===== src/rtl/instr_sequencer.sv =====
// instr_sequencer: RV32I multi-cycle fetch/decode/exec/writeback control FSM owning PC and RF write enable.
// Optional SEQ_ILLEGAL_TRAP_EN: unknown opcodes in DECODE trap to FAULT instead of executing as NOP.
module instr_sequencer #(
  parameter logic [31:0] RESET_PC = 32'h0000_0000,
  parameter int FETCH_TIMEOUT = 16
) (
  input  logic        clk,
  input  logic        rst,
  output logic        imem_req,
  output logic [31:0] imem_addr,
  input  logic        imem_ack,
  input  logic [31:0] imem_rdata,
  output logic [31:0] instr,
  output logic        dec_en,
  output logic        exe_en,
  input  logic        allow_wr,
  input  logic        br_taken,
  input  logic [31:0] br_target,
  output logic        rf_we,
  output logic [31:0] pc,
  output logic        halted,
  output logic        fault
);
  localparam int CW = $clog2(FETCH_TIMEOUT + 1);
  localparam logic [6:0] OP_R = 7'b0110011, OP_I = 7'b0010011, OP_B = 7'b1100011, OP_SYS = 7'b1110011;
  typedef enum logic [2:0] {S_IDLE, S_FETCH, S_DECODE, S_EXEC, S_WB, S_HALT, S_FAULT} state_t;
  state_t state;
  logic [CW-1:0] cnt;
  logic br_q;
  logic [31:0] tgt_q;
  logic [6:0] op;
  logic writes;
  assign op = instr[6:0];
  assign writes = (op == OP_R || op == OP_I) && instr[11:7] != 5'd0;
  assign imem_addr = pc;
`ifdef SEQ_ILLEGAL_TRAP_EN
  logic legal;
  assign legal = op == OP_R || op == OP_I || op == OP_B || op == OP_SYS;
`endif
  always_ff @(posedge clk) begin
    if (rst) begin
      state <= S_IDLE;
      pc <= RESET_PC;
      instr <= 32'd0;
      cnt <= '0;
      br_q <= 1'b0;
      tgt_q <= 32'd0;
      imem_req <= 1'b0;
      dec_en <= 1'b0;
      exe_en <= 1'b0;
      rf_we <= 1'b0;
      halted <= 1'b0;
      fault <= 1'b0;
    end else begin
      dec_en <= 1'b0;
      exe_en <= 1'b0;
      rf_we <= 1'b0;
      case (state)
        S_IDLE: begin
          state <= S_FETCH;
          imem_req <= 1'b1;
          cnt <= '0;
        end
        S_FETCH: begin
          if (imem_ack) begin
            instr <= imem_rdata;
            state <= S_DECODE;
            imem_req <= 1'b0;
            dec_en <= 1'b1;
          end else if (cnt == CW'(FETCH_TIMEOUT - 1)) begin
            state <= S_FAULT;
            imem_req <= 1'b0;
            fault <= 1'b1;
          end else cnt <= cnt + CW'(1);
        end
        S_DECODE: begin
          if (op == OP_SYS) begin
            state <= S_HALT;
            halted <= 1'b1;
          end
`ifdef SEQ_ILLEGAL_TRAP_EN
          else if (!legal) begin
            state <= S_FAULT;
            fault <= 1'b1;
          end
`endif
          else begin
            state <= S_EXEC;
            exe_en <= 1'b1;
          end
        end
        S_EXEC: begin
          br_q <= br_taken;
          tgt_q <= br_target;
          rf_we <= allow_wr && writes;
          state <= S_WB;
        end
        S_WB: begin
          pc <= (op == OP_B && br_q) ? {tgt_q[31:2], 2'b00} : pc + 32'd4;
          state <= S_FETCH;
          imem_req <= 1'b1;
          cnt <= '0;
        end
        default: ;
      endcase
    end
  end
endmodule


===== config.mk =====
export PLATFORM = sky130hd
export DESIGN_NAME = instr_sequencer
export DESIGN_NICKNAME = d
export VERILOG_FILES = /design/src/rtl/instr_sequencer.sv
export SDC_FILE = /design/constraint.sdc
export NUM_CORES = 1
export LEC_CHECK = 0
export ABC_CLOCK_PERIOD_IN_PS = 2520
export BUFFER_PORTS_ARGS = -buffer_cell sky130_fd_sc_hd__buf_2
export CORE_MARGIN = 5
export CORE_UTILIZATION = 46
export DETAILED_ROUTE_END_ITERATION = 12
export GPL_TIMING_DRIVEN = 0
export HOLD_SLACK_MARGIN = 0.06
export PLACE_DENSITY = 0.74
export RECOVER_POWER = 50
export SLEW_MARGIN = 20
export SYNTH_ARGS = -nofsm -noshare
export SYNTH_HDL_FRONTEND = slang
export SYNTH_SLANG_ARGS = --single-unit

===== constraint.sdc =====
create_clock -name clk -period 2.52 [get_ports clk]
set_clock_uncertainty 0.15 [all_clocks]
set_input_delay 0.126 -clock clk [delete_from_list [all_inputs] [get_ports clk]]
set_output_delay 0.126 -clock clk [all_outputs]
set_load 0.02 [all_outputs]

After elaboration in Yosys (flattened, before gate mapping)
Index checks and enable logic that the tools add are counted.

operators by class
  $lt $le $gt $ge = 0
  bitwise logic cells = 4
  equal/unequal tests = 12
  add/sub/neg operators = 2
  mux-type cells = 13
  shifts and indexed selects = 0
  divide/modulo/power cells = 0
  reductions and logical operators = 18
  multipliers = 0

operators with widths
  kind                   number
  $add 32x3->32 const B  1
  $mux 32                1
  $eq 7x7->1 const B     2
  $pmux 3 s4             1
  $mux 5                 2
  $pmux 5 s2             1
  $mux 3                 3
  $reduce_and 2->1       4
  $reduce_or 2->1        4
  $eq 7x5->1 const B     1
  $eq 7x6->1 const B     1
  $eq 3x2->1 const B     2
  $reduce_and 3->1       2
  $add 5x1->5 const B    1
  $eq 5x4->1 const B     1
  $reduce_bool 5->1      1
  $mux 1                 4
  $ne 2x2->1 const B     2
  $not 1->1              4
  $reduce_bool 4->1      1
  $eq 3x1->1 const B     1
  $eq 3x3->1 const B     1
  $logic_and 1x1->1      3
  $logic_not 3->1        1
  4 further kinds        4

word-level totals
  register bits after elaboration = 111
  memory bits (read-only) = 0
  bits in latches = 0
  logic and storage cells = 61
  output and inout port bits = 102
  memories kept = 0
  RAM bits = 0
  input port bits = 69

Logic depth before layout (Yosys ltp)
Gate-level depths: netlist of the first run.

  depth in word-level cells = 4
  depth in mapped cells = 8
  gate-level depth less buffers = 7

Worst setup path after synthesis of the first run
Ideal clock, no wire load.

  path kind = reg2reg
  start = register pc[2] (netlist: imem_addr[2])
  end = register pc[28] (netlist: imem_addr[28])
  data arrival time = 1912 ps
  stages on the path, launching flop included = 7
  library setup time = 74 ps
  slack = 384 ps
  buffers on the path = 0
  clock period less this slack = 2136 ps
  data required time = 2296 ps
  cells stage by stage = dfxtp_1 > ha_1 > nand3_1 > nor4_1 > nand4_1 > mux2_2 > a31oi_1

between the ends
  longest elaborated chain between the ends = 2

ends and longest elaborated chain
  what                    line  text
  start, declared         20    output logic [31:0] pc,
  start signal, assigned  99    pc <= (op == OP_B && br_q) ? {tgt_q[31:2], 2'b00} : pc + 32'd4;
  $add 32x3->32           99
  $mux 32                 99

No other way between the ends.
A chain may end at the register's enable or synchronous reset.

Final worst setup path of the first run
  start = register state[2]
  end = register pc[19] (netlist: imem_addr[19])

between the ends
  longest elaborated chain between the ends = 1

ends and longest elaborated chain
  what                    line  text
  start, declared         27    state_t state;
  start signal, assigned  42    state <= S_IDLE;
  start signal, assigned  60    state <= S_FETCH;
  start signal, assigned  67    state <= S_DECODE;
  $eq 3x3->1              58    case (state)

No other way between the ends.

==> impl_metrics.csv, run 1 <==
group,metric,value,unit
sta,setup-tns-final,0,ps
yosys,ys_async_sr_fraction,0,
detailed_routing,dr.pass1.iters,7,
grt,grt_pass1_wl,27100,um
sta,fmax,0.418,GHz
placement,place_worst_setup_slack,76.1,ps
clock_network,clock-sinks,107,
grt,grt_use_total,0.258,
critical_path,cpMostUsedCell,"clkbuf_1",
cells_and_area,drive_above_1_share,0.177,
yosys,synthCells,645,
critical_path,slowest_delay,500,ps
clock_network,cts_setup_buffers,0,
die,dieArea,0.0130,sq mm
cells_and_area,finish.instance_area,0.00677,sq mm
detailed_routing,wire_per_inst,16.5,um
yosys,ys_ff_latch,107,
clock_network,htree_levels,3,
power_and_ir_drop,ir_worst_vdd,475,uV
sta,drv_slew,0,
detailed_routing,ant_nets,0,
sta,period_share,0.950,
yosys,synth_edf_count,0,
clock_network,insertion_delay,380,ps
yosys,synth_top_area_frac,0.429,
die,dieWidth,114,um
yosys,synth-main-ff-cell,"dfxtp_1",
clock_network,numCtsBuffers,9,
sta,maxSlewHeadroom,0.569,
grt,grt_max_degree,20,
run,cap_violations,0,
clock_network,cts_buffer_depth,2,
clock_network,cts_tree,"built",
die,num_rows,38,
detailed_routing,drc,0,
detailed_routing,drt_iter0_drc,366,
yosys,synth_top_family_by_area,"simple AND/OR/NAND/NOR gates",
power_and_ir_drop,p_per_area,508,mW/mm^2
yosys,synth_xor_area_frac,0.00526,
die,io_pins,171,
die,die_h,114,um
power_and_ir_drop,p_leak,2.56,nW
placement,finalWeightedCongestion,0.931,
sta,finalCriticalPeriod,2390,ps
cells_and_area,areaGrowthSynthToFinish,35.6,%
critical_path,crit_chain,"clkbuf_1 > and2_1 > clkbuf_1 > clkbuf_1 > o21ai_0 > a21oi_1",
yosys,synth_area_leaders,"dfxtp_1, nand2_1, a21oi_1",
yosys,yosysUniqueCellTypes,56,
sta,setup-violations-final,0,
detailed_routing,avgViaCountPerCell,5.42,
critical_path,end_kind,"flip-flop",
critical_path,arrival,2540,ps
cells_and_area,n_antenna_cell,0,
die,start_util,0.464,
grt,grt_antenna_before_repair,0,
critical_path,cp_max_fo,10,
clock_network,clkTransAtPathRegs,110,ps
hold_path,holdPathStages,2,
yosys,synth-simple-area-share,0.276,
placement,io_buffer_count,163,
clock_network,cts-root-buf,"clkbuf_8",
grt,grt_overflow_total,0,
critical_path,worstSetupPathType,"flip-flop to flip-flop",
critical_path,critical_path_required,2670,ps
yosys,synth_fa_ha_area_frac,0.00752,
yosys,yosys_warnings,0,
hold_path,holdCritPathClass,"flip-flop to flip-flop",
status,status,"complete, no violations",
yosys,synth_compound_area_frac,0.175,
yosys,muxShareOfSynthArea,0.0153,
critical_path,cp-start-kind,"flip-flop",
sta,fin_ws,127,ps
critical_path,r2r_cells,6,
yosys,yosysSeqAreaShare,0.429,
cells_and_area,nets,960,
power_and_ir_drop,power,3.44,mW
detailed_routing,drt-total-wl,17000,um
yosys,avgSynthCellArea,7.74,sq um
sta,grt_setup_unrepaired,"no",
critical_path,crit_slowest_cell,"clkbuf_1",
placement,dp_hpwl,11900,um
yosys,syn_area,0.00499,sq mm
grt,grt_pass1_vias,5544,
die,coreArea,0.0107,sq mm
yosys,synth_top_cell_by_area,"dfxtp_1",
placement,place_area,0.00599,sq mm
sta,hold_viol,0,
detailed_routing,routed-via-count,5597,
sta,worst_pin_slew,646,ps
cells_and_area,fill_cells,1006,
area by class of cell:
type | count | area [sq um] | area share
multi-input combinational | 458 | 2420 | 0.357
sequential | 107 | 2140 | 0.316
timing repair buffer | 229 | 1370 | 0.203
buffer | 77 | 433 | 0.0639
tap | 140 | 175 | 0.0259
clock buffer | 10 | 128 | 0.0189
clock inverter | 6 | 78.8 | 0.0116
inverter | 6 | 22.5 | 0.00333
through the flow:
stage / util / instances / hold slack [ps]
finish: 0.630 / 1033 / 308
global route: 0.630 / 1033 / 339
CTS: 0.638 / 1033 / 308
detailed placement: 0.558 / 951 / 222
global placement: 0.558 / 951 / 216
floorplan: - / 648 / 112
worst max-delay path: cells and delay by family (launching register included):
kind / cells / cell delay (ps)
buffers and inverters: 3 / 1220
AOI/OAI and AO/OA: 2 / 420
DFF: 1 / 330
and+or+nand+nor: 1 / 200
synth_stat cells (all sizes together) (5+ instances only):
cell type and n:
nand2 157, dfxtp 107, a21oi 92, buf 45, clkbuf 32, nor2 27
o21ai 23, nand3 21, nand4 14, nor3 14, a31oi 12, and3 9
or3 8, a211oi 6, inv 6, a21o 5, and2 5, mux2 5
nand2b 5, nor4 5
layout by cell type, fill, tap and decap left out, types with 2 or more instances in the layout:
cell	n
inv_1	6
clkbuf_4	17
nor4b_1	3
mux2i_1	2
nand2b_1	5
o32ai_1	3
and2_1	4
ha_1	3
buf_2	91
a22oi_1	2
nor3_1	13
mux2_2	5
o22ai_1	2
or4_1	3
conb_1	4
inv_8	2
nor2_1	26
clkbuf_1	113
and3_1	9
nor4_1	3
dfxtp_1	107
a211oi_1	6
a21o_1	5
dlygate4sd3_1	66
buf_4	17
or3_1	8
a31oi_1	12
clkbuf_8	9
and4_1	4
o21ai_0	23
xor2_1	2
nand4_1	12
a21oi_1	92
nand2_1	157
nand3_1	20
clkbuf_2	3
inv_6	2
a311oi_1	2
nand3b_1	4
path summary, 6_finish.rpt:
path | startpoint | end | slack, ps
worst max-delay path | state[2]$_SDFFE_PP0P_ | imem_addr[19]$_SDFFE_PP0N_ | 130
worst min-delay path | tgt_q[13]$_SDFFE_PP0P_ | tgt_q[13]$_SDFFE_PP0P_ | 310
worst max register to register | state[2]$_SDFFE_PP0P_ | imem_addr[19]$_SDFFE_PP0N_ | 130
worst min register to register | tgt_q[13]$_SDFFE_PP0P_ | tgt_q[13]$_SDFFE_PP0P_ | 310
logic make-up after synthesis:
| logic type | count (synthesis) |
|---|---|
| AOI/OAI and AO/OA | 155 |
| xor gates and xnor gates | 3 |
| adders and majority gates | 3 |
| buffers and inverters | 83 |
| DFF | 107 |
| muxes | 7 |
| other | 1 |
| and+or+nand+nor | 286 |
sequential cells by signal, indices dropped and copies added (netlist names):
register	flops
br_q	1
rf_we	1
imem_req	1
state	3
cnt	5
halted	1
exe_en	1
instr	32
fault	1
imem_addr	30
tgt_q	30
dec_en	1
power breakdown:
group	total, mW	switching [mW]	internal (mW)
logic	0.508	0.288	0.219
clock network	1.12	0.637	0.484
registers	1.81	0.0576	1.75
total	3.44	0.983	2.45
layer usage:
layer  part of all wire  track usage  up-vias  wire length (um)
met4              0.021       0.0792        0               352
met1               0.39        0.298     2606              6690
li1                   -            -     2703                 -
met5                  0            0        -                 0
met2               0.49        0.457      252              8260
met3               0.10       0.0788       36              1700
repair_timing:
item,CTS,global route
setup endpoints to repair,0,12
hold buffers,66,0
endpoints found under the hold margin,72,0
gates resized for setup,0,7
Power figures use the tool's default switching activity.
==> inputs of run 2 (changes only) <==
Settings changed: ABC_CLOCK_PERIOD_IN_PS 2520 to 2300.
Clock period 2.52 ns to 2.3 ns, I/O delays scaled along.
==> impl_metrics.csv, run 2 (same netlist as run 1, synthesis figures left out) <==
group,metric,value,unit
placement,finalWeightedCongestion,0.931,
die,dieWidth,114,um
placement,dp_hpwl,11900,um
grt,grt_overflow_total,0,
power_and_ir_drop,p_leak,2.70,nW
clock_network,numCtsBuffers,9,
placement,io_buffer_count,163,
cells_and_area,drive_above_1_share,0.219,
sta,period_share,0.983,
clock_network,cts-root-buf,"clkbuf_8",
sta,setup-violations-final,0,
cells_and_area,nets,960,
cells_and_area,n_antenna_cell,0,
detailed_routing,drt_iter0_drc,372,
critical_path,cp-start-kind,"flip-flop",
sta,grt_setup_unrepaired,"yes",
power_and_ir_drop,p_comb_frac,0.149,
clock_network,htree_levels,3,
critical_path,critical_path_required,2450,ps
die,start_util,0.464,
clock_network,clkTransAtPathRegs,100,ps
power_and_ir_drop,p_per_area,550,mW/mm^2
cells_and_area,areaGrowthSynthToFinish,37.6,%
critical_path,crit_chain,"nand4_4 > nor4_4 > nand3_1 > or4_1 > a31oi_1",
cells_and_area,largest_reg_flops,32,
die,num_rows,38,
detailed_routing,routed-via-count,5605,
detailed_routing,avgViaCountPerCell,5.43,
placement,dp.cells,951,
critical_path,cp_max_fo,8,
sta,worst_pin_slew,637,ps
detailed_routing,drc,0,
die,die_h,114,um
detailed_routing,wire_per_inst,16.4,um
clock_network,clock-sinks,107,
grt,grt_max_degree,20,
grt,grt_antenna_before_repair,0,
power_and_ir_drop,power_frac_seq,0.525,
die,coreArea,0.0107,sq mm
sta,fmax,0.442,GHz
cells_and_area,regMostFlops,"instr",
critical_path,slowest_delay,540,ps
die,dieArea,0.0130,sq mm
critical_path,end_kind,"flip-flop",
grt,grt_pass1_vias,5543,
detailed_routing,dr.pass1.iters,5,
cells_and_area,layout_common_cells,"nand2_1, buf_2, dfxtp_1",
power_and_ir_drop,power.share.clock,0.325,
die,io_pins,171,
detailed_routing,drt-total-wl,17000,um
cells_and_area,final_common_cell,"nand2_1",
grt,grt_pass1_wl,27100,um
clock_network,insertion_delay,380,ps
sta,finalCriticalPeriod,2260,ps
critical_path,arrival,2410,ps
run,cap_violations,0,
power_and_ir_drop,intPower,2.69,mW
hold_path,holdCritPathClass,"flip-flop to flip-flop",
detailed_routing,ant_nets,0,
sta,setup-tns-final,0,ps
critical_path,crit_slowest_cell,"nor4_4",
grt,grt_use_total,0.258,
cells_and_area,fill_cells,988,
cells_and_area,multi_input_area,0.00247,sq mm
sta,hold_viol,0,
status,status,"complete, no violations",
cells_and_area,fin_cells,1033,
critical_path,worstSetupPathType,"flip-flop to flip-flop",
clock_network,cts_buffer_depth,2,
sta,drv_slew,0,
power_and_ir_drop,p_sw,1.08,mW
power_and_ir_drop,power,3.77,mW
cells_and_area,seq_area,0.00215,sq mm
sta,maxSlewHeadroom,0.575,
clock_network,cts_tree,"built",
power_and_ir_drop,sw_frac_of_total,0.286,
power_and_ir_drop,ir_worst_vdd,516,uV
run 2: power by group through the flow:
stage | clock network [mW] | registers [mW] | logic, mW
6_report | 1.23 | 1.98 | 0.564
5_1_grt | 1.32 | 1.99 | 0.616
4_1_cts | 1.25 | 1.98 | 0.566
3_5_place_dp | 0 | 2.02 | 0.477
3_3_place_gp | 0 | 2.02 | 0.468
2_1_floorplan | 0 | 2.06 | 0.237
run 2: what timing repair did:
action / CTS / global route
hold endpoints to repair: 72 / 0
hold buffers: 66 / 0
gates resized for setup: 6 / 27
gates cloned: 0 / 0
setup endpoints to repair: 19 / 41
setup buffers: 0 / 0
pin swaps: 0 / 2
run 2: critical path: cells and delay by family, from the launching register on:
| family | cells | cell delay (ps) |
|---|---|---|
| AND/OR/NAND/NOR | 4 | 1380 |
| AO/OA/AOI/OAI | 1 | 180 |
| flip-flops | 1 | 470 |
run 2: final cells by class:
cell class / instances / share of cell area
tap: 140 / 0.0255
timing repair buffer: 229 / 0.204
buffer: 77 / 0.0647
clock inverter: 6 / 0.0115
multi-input combinational: 458 / 0.359
sequential: 107 / 0.313
inverter: 6 / 0.00328
clock buffer: 10 / 0.0186
run 2: path summary, 6_finish.rpt:
path                             startpoint                         end  slack (ps)  depth (start not counted)
hold / removal       tgt_q[13]$_SDFFE_PP0P_      tgt_q[13]$_SDFFE_PP0P_         310                          2
setup reg to reg  imem_addr[7]$_SDFFE_PP0N_  imem_addr[31]$_SDFFE_PP0N_          40                          5
hold reg to reg      tgt_q[13]$_SDFFE_PP0P_      tgt_q[13]$_SDFFE_PP0P_         310                          2
setup / recovery  imem_addr[7]$_SDFFE_PP0N_  imem_addr[31]$_SDFFE_PP0N_          40                          5
run 2: metal layers:
| metal | vias to the layer above | GRT usage | wire, um |
|---|---|---|---|
| li1 | 2702 | - | - |
| met1 | 2596 | 0.300 | 6640 |
| met2 | 273 | 0.456 | 8300 |
| met3 | 34 | 0.0766 | 1680 |
| met4 | 0 | 0.0792 | 349 |
| met5 | - | 0 | 0 |
run 2: metrics by stage:
step                setup slack (ps)  hold WS [ps]  instance area, sq um  utilization
floorplan                        164           101                  5000            -
global placement                -109           205                  5990        0.558
detailed placement              -144           211                  5990        0.558
CTS                            -30.3           308                  6870        0.640
global route                   -36.3           339                  6870        0.639
finish                          38.5           306                  6870        0.639
==> inputs of run 3 (changes only) <==
Settings changed: CELL_PAD_IN_SITES_DETAIL_PLACEMENT from default to 2, CELL_PAD_IN_SITES_GLOBAL_PLACEMENT from default to 2, CORE_UTILIZATION 46 to 27, PLACE_DENSITY 0.74 to 0.78.
==> impl_metrics.csv, run 3 (same netlist as run 1, synthesis figures left out) <==
group,metric,value,unit
critical_path,r2r_cells,7,
hold_path,holdPathStages,2,
die,dieWidth,146,um
status,status,"complete, no violations",
critical_path,arrival,2350,ps
die,io_pins,171,
clock_network,cts-root-buf,"clkbuf_16",
clock_network,clock-sinks,107,
die,num_rows,49,
detailed_routing,routed-via-count,5769,
cells_and_area,drive_above_1_share,0.206,
clock_network,htree_levels,3,
grt,busiest_layer,"met2",
detailed_routing,drt-total-wl,22700,um
clock_network,cts_tree,"built",
grt,grt_antenna_before_repair,0,
grt,use_met3,0.0533,
grt,met1_usage,0.233,
grt,grt_max_degree,16,
cells_and_area,nets,962,
critical_path,cp-start-kind,"flip-flop",
power_and_ir_drop,ir_worst_vdd,413,uV
grt,grt_pass1_vias,6535,
detailed_routing,wire_per_inst,20.3,um
placement,io_buffer_count,163,
die,start_util,0.276,
cells_and_area,n_antenna_cell,0,
sta,drv_slew,0,
critical_path,worstSetupPathType,"flip-flop to flip-flop",
cells_and_area,final_common_cell,"nand2_1",
sta,setup-violations-final,0,
critical_path,end_kind,"flip-flop",
cells_and_area,post-route-util,0.393,
cells_and_area,largest_reg_flops,32,
sta,period_share,0.974,
detailed_routing,drc,0,
clock_network,numCtsBuffers,9,
cells_and_area,regMostFlops,"instr",
cells_and_area,areaGrowthSynthToFinish,42.5,%
die,coreArea,0.0181,sq mm
detailed_routing,ant_nets,0,
placement,dp_hpwl,15800,um
critical_path,cp_max_fo,10,
sta,hold_viol,0,
critical_path,critical_path_required,2410,ps
clock_network,cts_buffer_depth,2,
power_and_ir_drop,p_leak,2.71,nW
die,dieArea,0.0213,sq mm
grt,grt_overflow_total,0,
grt,use_met2,0.396,
detailed_routing,dr.pass1.iters,4,
clock_network,clkTransAtPathRegs,70,ps
grt,grt_use_total,0.211,
power_and_ir_drop,power,4.30,mW
hold_path,holdCritPathClass,"flip-flop to flip-flop",
placement,finalWeightedCongestion,0.853,
sta,fmax,0.446,GHz
detailed_routing,avgViaCountPerCell,5.14,
run,cap_violations,0,
grt,grt_pass1_wl,35900,um
sta,maxSlewHeadroom,0.504,
sta,finalCriticalPeriod,2240,ps
cells_and_area,layout_common_cells,"nand2_1, dfxtp_1, clkbuf_1",
detailed_routing,drt_iter0_drc,209,
clock_network,insertion_delay,360,ps
power_and_ir_drop,p_per_area,604,mW/mm^2
die,die_h,146,um
sta,worst_pin_slew,739,ps
-- run 3: path summary, 6_finish.rpt --
kind                               start                    endpoint  slack, ps
hold reg to reg   tgt_q[13]$_SDFFE_PP0P_      tgt_q[13]$_SDFFE_PP0P_        310
hold / removal    tgt_q[13]$_SDFFE_PP0P_      tgt_q[13]$_SDFFE_PP0P_        310
setup / recovery   instr[4]$_SDFFE_PP0P_  imem_addr[12]$_SDFFE_PP0N_         60
setup reg to reg   instr[4]$_SDFFE_PP0P_  imem_addr[12]$_SDFFE_PP0N_         60
-- run 3: area by class of cell --
class                      count  area (sq um)
clock buffer                  12           256
sequential                   107          2150
multi-input combinational    458          2470
buffer                        76           459
fill                        2151         11000
clock inverter                 2          60.1
timing repair buffer         232          1410
tap                          229           287
inverter                       6          22.5
-- run 3: worst max-delay path: stages (launching register included) --
cell,delay (ps)
dfxtp_1,400
and4b_2,280
buf_4,160
nand2_1,90
clkbuf_2,280
clkbuf_2,350
o21ai_0,160
a211oi_1,270
-- run 3: per-stage QoR --
step	setup WS [ps]	cell area [sq um]	cells	hold slack, ps	setup TNS, ps
2_1_floorplan	164	5000	648	101	0
3_3_place_gp	-162	6100	1040	206	-1520
3_5_place_dp	-261	6100	1040	216	-3720
4_1_cts	2.40	7130	1120	310	0
5_1_grt	-1.96	7110	1122	336	-1.96
6_report	60.2	7110	1122	309	0
-- run 3: where the power goes --
part           internal [mW]  switching (mW)  total (mW)
Clock                   1.00           0.714        1.72
Combinational          0.245           0.342       0.588
Sequential              1.92          0.0722        1.99
-- run 3: what timing repair did --
item                                    in CTS  in global routing
hold buffers                                66                  0
resized for setup                           16                 23
endpoints found under the hold margin       66                  0
pin swaps                                    0                  5
endpoints found under the setup margin      28                 63
buffers inserted                             0                  3
-- run 3: layer usage --
layer / share of wire / vias up / wire, um
met2: 0.52 / 181 / 11800
li1: - / 2697 / -
met3: 0.067 / 26 / 1520
met5: 0 / - / 0
met1: 0.40 / 2865 / 9020
met4: 0.017 / 0 / 391
